`src/rtl/instr_fetch_pkg.sv`:
```
// Shared types and constants for the instruction fetch responder.
package ifetch_pkg;

   typedef enum logic [1:0] {
      S_IDLE = 2'd0,
      S_REQ  = 2'd1,
      S_WAIT = 2'd2,
      S_HALT = 2'd3
   } ifetch_state_t;

   localparam logic [31:0] PC_INVALID   = 32'hFFFF_FFFF;
   localparam logic [31:0] INSTR_ECALL  = 32'h0000_0073;
   localparam logic [31:0] INSTR_EBREAK = 32'h0010_0073;

   // True for the two instructions that stop the core.
   function automatic logic is_halt_instr(input logic [31:0] word);
      return (word == INSTR_ECALL) || (word == INSTR_EBREAK);
   endfunction

endpackage

```
`src/rtl/instr_fetch_if.sv`:
```
// Instruction memory request/grant/response bus.
// master: fetch unit side, slave: memory side.
interface instr_fetch_if #(
   parameter int ADDR_W = 10
);
   logic              mem_req;
   logic [ADDR_W-1:0] mem_addr;
   logic              mem_gnt;
   logic              mem_rvalid;
   logic [31:0]       mem_rdata;

   modport master (
      output mem_req,
      output mem_addr,
      input  mem_gnt,
      input  mem_rvalid,
      input  mem_rdata
   );

   modport slave (
      input  mem_req,
      input  mem_addr,
      output mem_gnt,
      output mem_rvalid,
      output mem_rdata
   );
endinterface

```
`src/rtl/instr_fetch_watchdog.sv`:
```
// Fetch watchdog: counts cycles spent in REQ/WAIT and flags expiry on the
// last allowed cycle. Only instantiated when IFETCH_TIMEOUT_EN is defined.
module ifetch_watchdog #(
   parameter int TIMEOUT_CYCLES = 16
) (
   input  logic clk,
   input  logic reset,     // synchronous, active low
   input  logic clear,     // fetch is entering REQ
   input  logic count_en,  // fetch is in REQ or WAIT
   output logic expired
);
   localparam int CNT_W = $clog2(TIMEOUT_CYCLES + 1);

   logic [CNT_W-1:0] count_q;
   logic [CNT_W-1:0] count_d;

   // Expiry marks the final allowed cycle; the FSM halts at the next edge
   // unless a response arrives in this very cycle.
   assign expired = count_en && (count_q == CNT_W'(TIMEOUT_CYCLES - 1));

   // Next count: clear on a new fetch, otherwise advance while busy.
   always_comb begin
      count_d = count_q;
      if (clear) begin
         count_d = '0;
      end else if (count_en && !expired) begin
         count_d = count_q + 1'b1;
      end
   end

   // Counter register.
   always_ff @(posedge clk) begin
      if (!reset) begin
         count_q <= '0;
      end else begin
         count_q <= count_d;
      end
   end

endmodule

```
`src/rtl/instr_fetch.sv`:
```
// Instruction fetch responder: fetches the word addressed by pc_reg over the
// request/grant/response bus, holds the PC while busy and raises sticky
// finish/fault flags on a halt instruction, an out-of-range PC or (with
// IFETCH_TIMEOUT_EN defined) a memory timeout.
module instr_fetch
   import ifetch_pkg::*;
#(
   parameter int ADDR_W         = 10,
   parameter int DEPTH          = 1024,
   parameter int TIMEOUT_CYCLES = 16
) (
   input  logic          clk,
   input  logic          reset,        // synchronous, active low
   input  logic [31:0]   pc_reg,
   instr_fetch_if.master mem,
   output logic [31:0]   instr,
   output logic          instr_valid,
   output logic          pc_hold,
   output logic          finish_flag,
   output logic          fault
);

   // Elaboration-time parameter sanity.
   generate
      if (DEPTH > (2 ** ADDR_W)) begin : g_bad_depth
         $error("instr_fetch: DEPTH exceeds the address space");
      end
      if (TIMEOUT_CYCLES < 1) begin : g_bad_timeout
         $error("instr_fetch: TIMEOUT_CYCLES must be at least 1");
      end
   endgenerate

   ifetch_state_t     state_q, state_d;
   logic [31:0]       fetched_pc_q, fetched_pc_d;
   logic [ADDR_W-1:0] addr_q, addr_d;
   logic [31:0]       instr_q, instr_d;
   logic              instr_valid_q, instr_valid_d;
   logic              finish_q, finish_d;
   logic              fault_q, fault_d;

   logic pc_new;
   logic pc_out_of_range;
   logic enter_req;
   logic timeout_hit;

   assign pc_new          = (pc_reg != PC_INVALID) && (pc_reg != fetched_pc_q);
   assign pc_out_of_range = (pc_reg >= 32'(DEPTH));

`ifdef IFETCH_TIMEOUT_EN
   logic wd_expired;

   ifetch_watchdog #(
      .TIMEOUT_CYCLES (TIMEOUT_CYCLES)
   ) u_watchdog (
      .clk      (clk),
      .reset    (reset),
      .clear    (enter_req),
      .count_en ((state_q == S_REQ) || (state_q == S_WAIT)),
      .expired  (wd_expired)
   );

   assign timeout_hit = wd_expired;
`else
   // Without the watchdog a fetch waits indefinitely for its response.
   assign timeout_hit = 1'b0;
`endif

   // Next-state and register updates; a response in the expiry cycle wins.
   always_comb begin
      state_d       = state_q;
      fetched_pc_d  = fetched_pc_q;
      addr_d        = addr_q;
      instr_d       = instr_q;
      instr_valid_d = 1'b0;
      finish_d      = finish_q;
      fault_d       = fault_q;
      enter_req     = 1'b0;

      unique case (state_q)
         S_IDLE: begin
            // Responses arriving here are stale (e.g. after a reset) and dropped.
            if (pc_new) begin
               if (pc_out_of_range) begin
                  state_d  = S_HALT;
                  finish_d = 1'b1;
                  fault_d  = 1'b1;
               end else begin
                  fetched_pc_d = pc_reg;
                  addr_d       = pc_reg[ADDR_W-1:0];
                  enter_req    = 1'b1;
                  state_d      = S_REQ;
               end
            end
         end
         S_REQ: begin
            // rvalid alongside the grant cannot belong to this request.
            if (timeout_hit) begin
               state_d  = S_HALT;
               finish_d = 1'b1;
               fault_d  = 1'b1;
            end else if (mem.mem_gnt) begin
               state_d = S_WAIT;
            end
         end
         S_WAIT: begin
            if (mem.mem_rvalid) begin
               instr_d       = mem.mem_rdata;
               instr_valid_d = 1'b1;
               if (is_halt_instr(mem.mem_rdata)) begin
                  state_d  = S_HALT;
                  finish_d = 1'b1;
               end else begin
                  state_d = S_IDLE;
               end
            end else if (timeout_hit) begin
               state_d  = S_HALT;
               finish_d = 1'b1;
               fault_d  = 1'b1;
            end
         end
         S_HALT: begin
            state_d = S_HALT;
         end
         default: begin
            state_d = S_IDLE;
         end
      endcase
   end

   // State and datapath registers.
   always_ff @(posedge clk) begin
      if (!reset) begin
         state_q       <= S_IDLE;
         fetched_pc_q  <= PC_INVALID;
         addr_q        <= '0;
         instr_q       <= '0;
         instr_valid_q <= 1'b0;
         finish_q      <= 1'b0;
         fault_q       <= 1'b0;
      end else begin
         state_q       <= state_d;
         fetched_pc_q  <= fetched_pc_d;
         addr_q        <= addr_d;
         instr_q       <= instr_d;
         instr_valid_q <= instr_valid_d;
         finish_q      <= finish_d;
         fault_q       <= fault_d;
      end
   end

   // The PC may only advance while idle with nothing new to fetch.
   assign pc_hold      = (state_q != S_IDLE) || pc_new;
   assign mem.mem_req  = (state_q == S_REQ);
   assign mem.mem_addr = addr_q;
   assign instr        = instr_q;
   assign instr_valid  = instr_valid_q;
   assign finish_flag  = finish_q;
   assign fault        = fault_q;

endmodule

```
`src/flat_wrapper.sv`:
```
// flat-port wrapper written by rule: the top's interface ports become plain ports
module instr_fetch_flat import ifetch_pkg::*;
#(
   parameter int ADDR_W         = 10,
   parameter int DEPTH          = 1024,
   parameter int TIMEOUT_CYCLES = 16
)
  (clk, reset, pc_reg, instr, instr_valid, pc_hold, finish_flag, fault, mem_mem_req, mem_mem_addr, mem_mem_gnt, mem_mem_rvalid, mem_mem_rdata);
  instr_fetch_if #(.ADDR_W(ADDR_W)) mem_i ();
  input  logic clk;
  input  logic reset;
  input  logic [31:0] pc_reg;
  output logic [31:0] instr;
  output logic instr_valid;
  output logic pc_hold;
  output logic finish_flag;
  output logic fault;
  output wire logic [$bits(mem_i.mem_req)-1:0] mem_mem_req;
  output wire logic [$bits(mem_i.mem_addr)-1:0] mem_mem_addr;
  input wire logic [$bits(mem_i.mem_gnt)-1:0] mem_mem_gnt;
  input wire logic [$bits(mem_i.mem_rvalid)-1:0] mem_mem_rvalid;
  input wire logic [$bits(mem_i.mem_rdata)-1:0] mem_mem_rdata;
  assign mem_mem_req = mem_i.mem_req;
  assign mem_mem_addr = mem_i.mem_addr;
  assign mem_i.mem_gnt = mem_mem_gnt;
  assign mem_i.mem_rvalid = mem_mem_rvalid;
  assign mem_i.mem_rdata = mem_mem_rdata;
  instr_fetch #(.ADDR_W(ADDR_W), .DEPTH(DEPTH), .TIMEOUT_CYCLES(TIMEOUT_CYCLES)) u_core (.clk(clk), .reset(reset), .pc_reg(pc_reg), .mem(mem_i), .instr(instr), .instr_valid(instr_valid), .pc_hold(pc_hold), .finish_flag(finish_flag), .fault(fault));
endmodule
```
`config.mk`:
```
export PLATFORM = sky130hd
export DESIGN_NAME = instr_fetch_flat
export DESIGN_NICKNAME = d
export VERILOG_FILES = /design/src/rtl/instr_fetch_pkg.sv /design/src/rtl/instr_fetch_if.sv /design/src/rtl/instr_fetch_watchdog.sv /design/src/rtl/instr_fetch.sv /design/src/flat_wrapper.sv
export SDC_FILE = /design/constraint.sdc
export NUM_CORES = 1
export LEC_CHECK = 0
export BUFFER_PORTS_ARGS = -buffer_cell sky130_fd_sc_hd__buf_4
export CAP_MARGIN = 30
export CORE_MARGIN = 2
export CORE_UTILIZATION = 50
export CTS_CLUSTER_SIZE = 14
export DETAILED_ROUTE_END_ITERATION = 6
export PLACE_DENSITY = 0.86
export SYNTH_ARGS = -nofsm -noshare
export SYNTH_HDL_FRONTEND = slang
export SYNTH_SLANG_ARGS = --single-unit
```
`constraint.sdc`:
```
create_clock -name clk -period 2.4 [get_ports clk]
set_clock_uncertainty 0.15 [all_clocks]
set_input_delay 0.24 -clock clk [delete_from_list [all_inputs] [get_ports clk]]
set_output_delay 0.24 -clock clk [all_outputs]
set_load 0.01 [all_outputs]
```
; Word-level counts from Yosys, hierarchy flattened
; Index checks and enable logic that the tools add are counted.
[totals]
output_inout_bits = 47
input_bits = 68
elab_cells = 45
reg_bits = 79
[op_classes]
n_reduce_logical = 12
n_eq_ne = 12
n_lt_le_gt_ge = 1
muxes = 12
n_bitwise = 1
[ops]
columns = operator, count
row1 = $eq A32 B21 Y1 const B, 1
row2 = $eq A32 B7 Y1 const B, 1
row3 = $ge A32 B11 Y1 const B, 1
row4 = $ne A32 B32 Y1, 1
row5 = $ne A32 B32 Y1 const B, 1
row6 = $mux W2, 5
row7 = $reduce_and A3 Y1, 3
row8 = $ne A2 B1 Y1 const B, 4
row9 = $pmux W2 S4, 1
row10 = $mux W1, 5
row11 = $reduce_and A5 Y1, 1
row12 = $eq A2 B2 Y1 const B, 2
row13 = $reduce_and A2 Y1, 2
row14 = $reduce_bool A2 Y1, 2
row15 = $eq A2 B1 Y1 const B, 1
row16 = $logic_not A2 Y1, 1
row17 = $logic_or A1 B1 Y1, 2
row18 = $ne A2 B2 Y1 const B, 1
row19 = $pmux W1 S2, 1
row20 = $logic_and A1 B1 Y1, 1
row21 = $not A1 Y1, 1

; Logic depth before layout (Yosys ltp)
; Gate-level depths: netlist (run 1).
[depth]
ltp_word = 5
depth_mapped = 7
depth_no_buf = 5

; Worst setup path after synthesis (run 1)
; OpenSTA, ideal clock, no wires.
[synth_timing]
path_type = input to register
start = input pc_reg[16]
end = register u_core.addr_q[1] (netlist: u_core.mem.mem_addr[1])
setup_slack_ns = 0.542
arrival_ns = 1.636
path_stages = 7
required_ns = 2.178
path_buffers = 2
setup_ns = 0.072
path_cell_list = or4_1 > nor3_2 > and3_1 > o21a_1 > buf_4 > buf_8 > mux2i_1
[synth_between]
elab_chain_len = 3
elab_cells_between_ends = 6
classes_between = order compare (1) / eq/ne (2) / bitwise (1) / reduce/logical (2)
[synth_rtl]
columns = element, line
row1 = from (decl), flat_wrapper.sv:12  ; input logic [31:0] pc_reg;
row2 = $ge A32 B11 Y1 or $ne A32 B32 Y1 (tied branches), "instr_fetch.sv:47, instr_fetch.sv:46"
row3 = $not A1 Y1 (no line) or $logic_and A1 B1 Y1 (tied branches), n/a
row4 = $reduce_and A3 Y1 (no line) (*), n/a
row5 = to (signal assigned), instr_fetch.sv:143  ; addr_q <= addr_d;
row6 = to (decl), instr_fetch.sv:35  ; logic [ADDR_W-1:0] addr_q, addr_d;
; Every way passes the cells marked *; elsewhere a longest branch is shown, timed or not.
; A chain may end at the register's enable or synchronous reset.

; Worst setup path after layout (run 1)
[layout_timing]
start = register u_core.fetched_pc_q[19]
end = output pc_hold
[layout_between]
elab_chain_len = 3
[layout_rtl]
columns = element, line
row1 = from (decl), instr_fetch.sv:34  ; logic [31:0] fetched_pc_q, fetched_pc_d;
row2 = from (signal assigned), instr_fetch.sv:142  ; fetched_pc_q <= fetched_pc_d;
row3 = $ne A32 B32 Y1, instr_fetch.sv:46  ; assign pc_new = (pc_reg != PC_INVALID) && (pc_reg != fetched_pc_q);
row4 = $logic_and A1 B1 Y1, instr_fetch.sv:46
row5 = $logic_or A1 B1 Y1, instr_fetch.sv:152  ; assign pc_hold = (state_q != S_IDLE) || pc_new;
row6 = to (decl), flat_wrapper.sv:15  ; output logic pc_hold;
; Every way passes these cells.

==> results.py, run 1 <==
metrics = {
    "timing": {
        "rsz0062_at_grt": "no",
        "finalSetupViolations": 0,
        "period_share_pct": 94.41,
        "period_needed_ns": 2.266,
        "slew_violations": 0,
        "timing.setup.tns_ns": 0,
        "hold_violations": 0,
        "hold_ws_ns": 0.01231,
        "worst_pin_slew_ns": 0.4871,
        "fmax_mhz": 441.3,
        "maxSlewHeadroom_pct": 67.53,
    },
    "setup_path": {
        "cp.arrival_ns": 1.88,
        "cp-end-kind": "primary output",
        "critPathLaunchType": "flip-flop",
        "r2r_end": "u_core.fetched_pc_q[4]$_SDFFE_PN1P_",
        "path_class": "flip-flop to primary output",
        "cp.required_ns": 2.01,
        "rr_startpoint": "u_core.fetched_pc_q[19]$_SDFFE_PN1P_",
        "path_max_fanout": 4,
        "rr_worst_depth": 7,
        "reg2reg_slack_ns": 0.43,
    },
    "clock_tree": {
        "clock_latency_ns": 0.34,
        "cts_tree": "built",
        "cts_sinks": 79,
        "numCtsBuffers": 9,
        "root_buffer": "clkbuf_8",
        "clock_path_buffers": 2,
        "cts.reportedPaths.clkPinSlew_ns": 0.08,
        "ctsHtreeMaxLevel": 3,
    },
    "logic_synthesis": {
        "syn_inst": 406,
        "ys_seq_area_share_pct": 45.95,
        "yosys_warnings": 0,
        "synth-seq-cells": 79,
        "postSynthAreaPerCell_um2": 8.478,
        "syn-cell-area_um2": 3442,
        "synth_cell_types": 34,
        "synth.net_count": 474,
    },
    "pwr": {
        "ir_drop_mv": 0.2899,
        "p_leak_nw": 2.082,
        "power_density_nw_per_um2": 675.6,
    },
    "outcome": {
        "outcome": "complete, no violations",
    },
    "floorplan": {
        "die_w_um": 86.97,
        "initial_core_util_pct": 51.23,
        "io_pins": 115,
        "die_area_um2": 7564,
        "rows": 30,
        "core_area_um2": 6719,
        "die_h_um": 86.97,
    },
    "global_routing": {
        "antenna_found_initial": 0,
        "met2_usage_pct": 37.75,
        "grt_max_degree": 60,
        "grt_usage_pct": 23.08,
        "use_met3_pct": 4.076,
        "grt_pass1_wl_mm": 13.70,
        "grt_pass1_vias": 2927,
        "grt_use_met1_pct": 30.08,
        "grt_remaining_overflow": 0,
        "busiest_layer": "met2",
    },
    "drt": {
        "via_per_inst": 5.384,
        "wl_per_cell_um": 14.70,
        "vias": 3252,
        "drtIter0Drc": 169,
        "finalWirelength_mm": 8.880,
        "drc_errors": 0,
        "first_pass_iters": 4,
        "final_antenna_net_count": 0,
    },
    "final_layout": {
        "fillers": 519,
        "finalNetCount": 589,
        "area_delta_synth_final_pct": 35.66,
        "drive_above_1_share_pct": 27.48,
        "antenna_cells": 0,
    },
    "hold_path": {
        "holdPathEnd": "u_core.instr[14]$_SDFFE_PN0P_",
        "hold_class": "primary input to flip-flop",
        "hp-start": "mem_mem_rdata[14]",
        "hold-path-cell-count": 3,
    },
    "place": {
        "port_buffers": 114,
        "hpwl_mm": 6.642,
        "routabilityCongestion": 0.8975,
    },
    "flow_run": {
        "cap_violations": 0,
    },
}
==> metal layers <==
| layer | vias up | part of all wire, % | routed length (µm) |
|---|---|---|---|
| li1 | 1609 | - | - |
| met1 | 1486 | 44 | 3871 |
| met2 | 143 | 47 | 4170 |
| met3 | 14 | 7.7 | 683 |
| met4 | 0 | 1.7 | 155 |
| met5 | - | 0 | 0 |
==> worst max-delay path, stage by stage (launching register included) <==
cell     delay [ns]
dfxtp_1        0.32
xor2_1         0.15
nor4_1         0.32
nand4_1        0.26
o21ai_1        0.24
nand2_1        0.08
buf_4          0.15
==> placed cells by master, fill, tap and decap left out, drive strengths merged, types with 2 or more instances in the layout <==
master  synthesis  routed
a21boi         32      32
a21oi           2       2
buf             6     128
bufinv          0       4
clkbuf         19      10
dfxtp          79      79
inv            35      35
mux2i          10      10
nand2          89      89
nand3           3       3
nand4          12      12
nor2            3       3
nor3            4       4
nor4           19      19
o211ai         21      21
o21ai          26      26
xor2           32      32
==> timing repair <==
item / CTS / global route
endpoints found under the setup margin: 0 / 1
endpoints found under the hold margin: 1 / 0
resized for setup: 0 / 2
setup buffers: 0 / 2
hold buffers: 1 / 0
==> area by class of cell <==
cell class | count | area [µm²] | share of cell area [%]
tap | 80 | 100.1 | 2.144
inverter | 35 | 131.4 | 2.814
sequential | 79 | 1582 | 33.87
timing repair buffer | 129 | 983.4 | 21.06
multi-input combinational | 267 | 1625 | 34.81
clock inverter | 4 | 120.1 | 2.572
clock buffer | 10 | 127.6 | 2.733
==> registers in the layout, indices dropped and copies added (netlist names) <==
signal	count
u_core.finish_flag	1
u_core.instr	32
u_core.fetched_pc_q	32
u_core.state_q	2
u_core.mem.mem_addr	10
u_core.instr_valid	1
u_core.fault	1
==> power breakdown <==
group | switching [W] | internal [W]
Combinational | 0.000260 | 0.000235
Sequential | 0.0000488 | 0.00138
Clock | 0.000448 | 0.000786
Total | 0.000756 | 0.00240
==> worst max-delay path by stage <==
stage / start / endpoint / slack (ns) / depth (start not counted)
2_1_floorplan: pc_reg[16] / u_core.mem.mem_addr[1]$_SDFFE_PN0P_ / 0.54 / 7
5_1_grt: u_core.fetched_pc_q[15]$_SDFFE_PN1P_ / pc_hold / 0.003 / 6
4_1_cts: u_core.fetched_pc_q[19]$_SDFFE_PN1P_ / pc_hold / 0.02 / 6
3_5_place_dp: pc_reg[16] / u_core.mem.mem_addr[4]$_SDFFE_PN0P_ / 0.30 / 7
6_report: u_core.fetched_pc_q[19]$_SDFFE_PN1P_ / pc_hold / 0.13 / 6
3_3_place_gp: pc_reg[19] / pc_hold / 0.34 / 7
==> cell families after synthesis <==
kind of cell / count (synthesis) / share of synthesized area [%]
AOI/OAI and AO/OA: 88 / 17.23
xor gates and xnor gates: 32 / 8.143
buffers and inverters: 60 / 7.197
DFF: 79 / 45.95
muxes: 10 / 2.908
and+or+nand+nor: 137 / 18.58
==> through the flow <==
step / power [W] / utilization, % / setup WS (ns) / instances / area, µm²
floorplan: 0.001672 / - / 0.5424 / 406 / 3442
global placement: 0.001936 / 65.34 / 0.3388 / 587 / 4390
detailed placement: 0.001950 / 65.34 / 0.2973 / 587 / 4390
CTS: 0.003174 / 69.18 / 0.02426 / 602 / 4648
global route: 0.003275 / 69.50 / 0.002507 / 604 / 4669
finish: 0.003155 / 69.50 / 0.1341 / 604 / 4669
==> synthesized netlist by cell type <==
master	instances	share of area (%)
a2111oi_0	1	0.25
a211oi_1	1	0.22
a21boi_0	29	6.3
a21boi_1	3	0.65
a21oi_1	2	0.29
a31oi_1	1	0.18
and2_1	1	0.18
and3_1	1	0.18
and4_1	1	0.25
and4b_1	1	0.29
buf_2	3	0.44
buf_4	2	0.44
buf_8	1	0.44
clkbuf_1	19	2.1
dfxtp_1	79	46
inv_1	35	3.8
mux2i_1	10	2.9
nand2_1	89	9.7
nand2b_1	1	0.18
nand3_1	3	0.44
nand4_1	12	2.2
nor2_1	3	0.33
nor3_1	2	0.29
nor3_2	2	0.58
nor4_1	19	3.5
nor4bb_1	1	0.29
o211ai_1	21	4.6
o21a_1	1	0.22
o21ai_0	26	3.8
o311ai_0	1	0.25
o31ai_1	1	0.22
o32ai_1	1	0.25
or4_1	1	0.22
xor2_1	32	8.1
Power figures use the tool's default switching activity.
==> run 2: changes to the inputs <==
--- a/config.mk
+++ b/config.mk
@@ -5,6 +5,7 @@
 export SDC_FILE = /design/constraint.sdc
 export NUM_CORES = 1
 export LEC_CHECK = 0
+export ABC_AREA = 0
 export BUFFER_PORTS_ARGS = -buffer_cell sky130_fd_sc_hd__buf_4
 export CAP_MARGIN = 30
 export CORE_MARGIN = 2
@@ -12,6 +13,7 @@
 export CTS_CLUSTER_SIZE = 14
 export DETAILED_ROUTE_END_ITERATION = 6
 export PLACE_DENSITY = 0.86
+export SETUP_SLACK_MARGIN = 0.4
 export SYNTH_ARGS = -nofsm -noshare
 export SYNTH_HDL_FRONTEND = slang
 export SYNTH_SLANG_ARGS = --single-unit
==> results.py, run 2 (synthesis gave the netlist of run 1 again) <==
metrics = {
    "outcome": {
        "outcome": "complete, no violations",
    },
    "timing": {
        "slew_violations": 0,
        "period_share_pct": 99.04,
        "hold_ws_ns": 0.002804,
        "maxSlewHeadroom_pct": 58.52,
        "hold_violations": 0,
        "worst_pin_slew_ns": 0.6221,
        "finalWorstSetupSlack_ns": 0.02299,
        "rsz0062_at_grt": "yes",
        "fmax_mhz": 420.7,
        "finalSetupViolations": 0,
        "period_needed_ns": 2.377,
    },
    "setup_path": {
        "crit_chain": "xor2_1 > nor4_1 > nand4_1 > buf_4 > buf_6 > o21a_4 > clkbuf_16 > o211ai_1",
        "cp.required_ns": 2.52,
        "cp_slowest_cell": "nor4_1",
        "path_max_fanout": 7,
        "crit_path_max_incr_delay_ns": 0.47,
        "critPathLaunchType": "flip-flop",
        "path_class": "flip-flop to flip-flop",
        "cp.arrival_ns": 2.50,
        "cp-end-kind": "flip-flop",
    },
    "final_layout": {
        "area_delta_synth_final_pct": 43.22,
        "fin_cells": 611,
        "finalNetCount": 596,
        "mostFrequentLayoutCells": "buf_4 (124), nand2_1 (89), dfxtp_1 (76)",
        "drive_above_1_share_pct": 33.90,
        "antenna_cells": 0,
        "layout_commonest_cell": "buf_4",
        "final_core_util_pct": 73.37,
    },
    "drt": {
        "finalWirelength_mm": 10.17,
        "drc_errors": 0,
        "vias": 3435,
        "via_per_inst": 5.622,
        "drtIter0Drc": 248,
        "first_pass_iters": 6,
        "wl_per_cell_um": 16.64,
        "final_antenna_net_count": 0,
    },
    "floorplan": {
        "die_w_um": 86.97,
        "initial_core_util_pct": 51.23,
        "die_h_um": 86.97,
        "core_area_um2": 6719,
        "io_pins": 115,
        "rows": 30,
        "die_area_um2": 7564,
    },
    "pwr": {
        "power_switching_share_pct": 24.72,
        "ir_drop_mv": 0.2882,
        "p_leak_nw": 2.161,
        "switching_power_w": 0.0007884,
        "pwr-share-clk_pct": 39.3,
        "p_seq_share_pct": 44.7,
        "pwr-share-comb_pct": 16.0,
        "p_int_w": 0.002401,
        "power_density_nw_per_um2": 646.9,
    },
    "global_routing": {
        "busiest_layer": "met2",
        "antenna_found_initial": 0,
        "grt_pass1_vias": 2933,
        "grt_max_degree": 60,
        "use_met3_pct": 3.981,
        "grt_usage_pct": 23.30,
        "met2_usage_pct": 38.17,
        "grt_pass1_wl_mm": 13.79,
        "grt_use_met1_pct": 30.38,
        "grt_remaining_overflow": 0,
    },
    "hold_path": {
        "hold_class": "primary input to flip-flop",
    },
    "place": {
        "place_ws_ns": 0.2973,
        "hpwl_mm": 6.642,
        "routabilityCongestion": 0.8975,
        "dp.cells": 587,
        "port_buffers": 114,
    },
    "clock_tree": {
        "cts_sinks": 79,
        "clock_path_buffers": 2,
        "numCtsBuffers": 9,
        "cts_tree": "built",
        "clock_latency_ns": 0.36,
        "ctsHtreeMaxLevel": 3,
        "cts.reportedPaths.clkPinSlew_ns": 0.09,
        "root_buffer": "clkbuf_8",
    },
    "flow_run": {
        "cap_violations": 0,
    },
}
[run 2: cell types whose count changed in the layout (fill, tap and decap cells not counted), sizes merged]
cell,delta
buf,+4
clkbuf,+3
[run 2: stage by stage]
stage	TNS (ns)	area (µm²)	power, W
floorplan	0	3442	0.001672
detailed placement	0	4390	0.001950
CTS	0	4673	0.003175
global route	-0.008744	4930	0.003294
finish	0	4930	0.003189
global placement	0	4390	0.001936
[run 2: area by class of cell]
| class | instances | area (µm²) |
|---|---|---|
| inverter | 35 | 131.4 |
| tap | 80 | 100.1 |
| clock inverter | 4 | 120.1 |
| clock buffer | 10 | 127.6 |
| sequential | 79 | 1585 |
| fill | 475 | 1789 |
| multi-input combinational | 267 | 1738 |
| timing repair buffer | 136 | 1127 |
[run 2: metal layers]
| metal | routed length [µm] | vias to the layer above |
|---|---|---|
| li1 | - | 1619 |
| met1 | 4234 | 1586 |
| met2 | 4808 | 199 |
| met3 | 840 | 31 |
| met4 | 285 | 0 |
| met5 | 0 | - |
[run 2: final timing paths]
kind / start / end / slack [ns] / cells after the start
hold reg to reg: u_core.instr[31]$_SDFFE_PN0P_ / u_core.instr[31]$_SDFFE_PN0P_ / 0.32 / 2
setup / recovery: u_core.fetched_pc_q[27]$_SDFFE_PN1P_ / u_core.fetched_pc_q[6]$_SDFFE_PN1P_ / 0.02 / 8
hold / removal: mem_mem_rdata[14] / u_core.instr[14]$_SDFFE_PN0P_ / 0.003 / 3
setup reg to reg: u_core.fetched_pc_q[27]$_SDFFE_PN1P_ / u_core.fetched_pc_q[6]$_SDFFE_PN1P_ / 0.02 / 8
[run 2: worst max-delay path: cells and delay by family, from the launching register on]
kind,cells,cell delay (ns)
AND/OR/NAND/NOR,2,0.70
buffers and inverters,3,0.50
AO/OA/AOI/OAI,2,0.47
flip-flops,1,0.33
XOR/XNOR,1,0.17
[run 2: what timing repair did]
item / CTS / global route
setup buffers: 2 / 3
setup endpoints to repair: 1 / 44
hold buffers: 1 / 0
pin swaps: 3 / 9
hold endpoints to repair: 1 / 0
gates cloned: 0 / 4
resized for setup: 3 / 59
[run 2: power groups by stage]
stage | Combinational [W] | Sequential, W | Clock (W)
CTS | 0.000497 | 0.00143 | 0.00125
global route | 0.000553 | 0.00144 | 0.00131
finish | 0.000510 | 0.00143 | 0.00125
global placement | 0.000485 | 0.00145 | 0
floorplan | 0.000202 | 0.00147 | 0
detailed placement | 0.000493 | 0.00146 | 0
==> run 3: changes to the inputs <==
--- a/config.mk
+++ b/config.mk
@@ -9,10 +9,11 @@
 export BUFFER_PORTS_ARGS = -buffer_cell sky130_fd_sc_hd__buf_4
 export CAP_MARGIN = 30
 export CORE_MARGIN = 2
-export CORE_UTILIZATION = 50
+export CORE_UTILIZATION = 52
+export CTS_BUF_LIST = sky130_fd_sc_hd__clkbuf_8
 export CTS_CLUSTER_SIZE = 14
 export DETAILED_ROUTE_END_ITERATION = 6
-export PLACE_DENSITY = 0.86
+export PLACE_DENSITY = 0.89
 export SETUP_SLACK_MARGIN = 0.4
 export SYNTH_ARGS = -nofsm -noshare
 export SYNTH_HDL_FRONTEND = slang
==> results.py, run 3 (synthesis gave the netlist of run 1 again) <==
metrics = {
    "floorplan": {
        "core_area_um2": 6386,
        "die_area_um2": 7286,
        "initial_core_util_pct": 53.90,
        "io_pins": 115,
        "die_w_um": 85.36,
        "die_h_um": 85.36,
        "rows": 29,
    },
    "place": {
        "hpwl_mm": 6.808,
        "routabilityCongestion": 0.8860,
        "place_ws_ns": 0.2861,
        "port_buffers": 114,
        "dp.cells": 581,
    },
    "timing": {
        "fmax_mhz": 428.9,
        "finalSetupViolations": 0,
        "worst_pin_slew_ns": 0.6941,
        "period_needed_ns": 2.332,
        "rsz0062_at_grt": "yes",
        "finalWorstSetupSlack_ns": 0.06819,
        "hold_violations": 0,
        "timing.setup.tns_ns": 0,
        "maxSlewHeadroom_pct": 53.72,
        "slew_violations": 0,
        "period_share_pct": 97.16,
    },
    "pwr": {
        "p_seq_share_pct": 46.5,
        "ir_drop_mv": 0.3994,
        "pwr-share-comb_pct": 17.6,
        "p_leak_nw": 2.208,
        "power_switching_share_pct": 26.18,
        "p_int_w": 0.002268,
        "power_density_nw_per_um2": 612.1,
        "switching_power_w": 0.0008041,
        "pwr-share-clk_pct": 36.0,
    },
    "final_layout": {
        "drive_above_1_share_pct": 32.84,
        "antenna_cells": 0,
        "finalNetCount": 608,
        "layout_commonest_cell": "buf_4",
        "mostFrequentLayoutCells": "buf_4 (122), nand2_1 (89), dfxtp_1 (75)",
        "fin_cells": 622,
        "multiInputGateArea_um2": 1739,
        "regArea_um2": 1587,
        "fillers": 407,
        "area_delta_synth_final_pct": 45.80,
    },
    "clock_tree": {
        "cts_tree": "built",
        "cts.reportedPaths.clkPinSlew_ns": 0.08,
        "cts_sinks": 79,
        "clock_path_buffers": 2,
        "root_buffer": "clkbuf_8",
        "ctsHtreeMaxLevel": 3,
        "clock_latency_ns": 0.35,
        "numCtsBuffers": 9,
    },
    "setup_path": {
        "critPathLaunchType": "flip-flop",
        "path_class": "flip-flop to primary output",
        "cp.required_ns": 2.01,
        "cp-end-kind": "primary output",
        "r2r_end": "u_core.mem.mem_addr[8]$_SDFFE_PN0P_",
        "cp.arrival_ns": 1.94,
        "rr_startpoint": "u_core.fetched_pc_q[27]$_SDFFE_PN1P_",
        "reg2reg_slack_ns": 0.22,
        "rr_worst_depth": 8,
        "path_max_fanout": 2,
    },
    "drt": {
        "finalWirelength_mm": 10.55,
        "drtIter0Drc": 210,
        "final_antenna_net_count": 0,
        "first_pass_iters": 5,
        "via_per_inst": 5.539,
        "wl_per_cell_um": 16.96,
        "drc_errors": 0,
        "vias": 3445,
    },
    "outcome": {
        "outcome": "complete, no violations",
    },
    "global_routing": {
        "grt_max_degree": 60,
        "grt_usage_pct": 27.63,
        "antenna_found_initial": 0,
        "grt_pass1_vias": 3291,
        "grt_remaining_overflow": 0,
        "grt_pass1_wl_mm": 16.01,
    },
    "hold_path": {
        "holdPathEnd": "u_core.instr[0]$_SDFFE_PN0P_",
        "hp-start": "mem_mem_rdata[0]",
        "hold-path-cell-count": 3,
        "hold_class": "primary input to flip-flop",
    },
    "flow_run": {
        "cap_violations": 0,
    },
}
[run 3: cell types whose count changed in the layout (fill, tap and decap cells not counted), moves of 2 or more]
cell	delta
buf_4	-2
dlygate4sd3_1	+15
inv_1	+2
clkbuf_8	+2
bufinv_16	-2
[run 3: critical path, stage by stage (launching register included)]
cell,delay (ns)
dfxtp_1,0.33
xor2_1,0.16
nor4_1,0.37
nand4_1,0.24
o21ai_2,0.23
nand2_1,0.11
buf_6,0.14
[run 3: worst max path at each step]
stage / startpoint / end / slack [ns] / depth (start not counted)
after floorplan: pc_reg[16] / u_core.mem.mem_addr[1]$_SDFFE_PN0P_ / 0.54 / 7
after global placement: pc_reg[16] / u_core.mem.mem_addr[8]$_SDFFE_PN0P_ / 0.34 / 7
after detailed placement: pc_reg[16] / u_core.mem.mem_addr[8]$_SDFFE_PN0P_ / 0.29 / 7
after CTS: u_core.fetched_pc_q[19]$_SDFFE_PN1P_ / pc_hold / 0.23 / 6
after global routing: u_core.fetched_pc_q[20]$_SDFFE_PN1P_ / pc_hold / -0.06 / 6
final: u_core.fetched_pc_q[7]$_SDFFE_PN1P_ / pc_hold / 0.07 / 6
[run 3: cell type report]
| cell class | instances | share of cell area [%] |
|---|---|---|
| multi-input cells | 267 | 34.65 |
| flip-flops and latches | 79 | 31.61 |
| repair buffers | 148 | 24.73 |
| clock buffers | 11 | 3.017 |
| inverters | 35 | 2.618 |
| well taps | 77 | 1.920 |
| clock inverters | 5 | 1.446 |
[run 3: layer usage]
layer	vias to the layer above	share of wire, %	track usage, %
met4	0	1.8	8.514
met1	1611	40	33.44
li1	1645	-	-
met5	-	0	0
met2	170	50	49.01
met3	19	8.0	5.837
[run 3: metrics by stage]
| step | util [%] | hold slack, ns | area, µm² | power [W] |
|---|---|---|---|---|
| after floorplan | - | 0.2248 | 3442 | 0.001672 |
| after global placement | 68.53 | 0.2925 | 4377 | 0.001939 |
| after detailed placement | 68.53 | 0.3050 | 4377 | 0.001955 |
| after CTS | 75.24 | 0.00002648 | 4805 | 0.003060 |
| after global routing | 78.59 | 0.01124 | 5019 | 0.003195 |
| final | 78.59 | 0.01105 | 5019 | 0.003072 |
[run 3: timing repair]
action / CTS / global route
gates cloned: 0 / 4
hold endpoints to repair: 16 / 0
pin swaps: 6 / 7
hold buffers: 16 / 0
setup buffers: 3 / 2
resized for setup: 6 / 58
endpoints found under the setup margin: 1 / 44
[run 3: power groups by stage]
| stage | logic, W | clock network [W] | registers (W) |
|---|---|---|---|
| 2_1_floorplan | 0.000202 | 0 | 0.00147 |
| 3_3_place_gp | 0.000487 | 0 | 0.00145 |
| 3_5_place_dp | 0.000499 | 0 | 0.00146 |
| 4_1_cts | 0.000524 | 0.00111 | 0.00142 |
| 5_1_grt | 0.000586 | 0.00117 | 0.00143 |
| 6_report | 0.000539 | 0.00111 | 0.00143 |
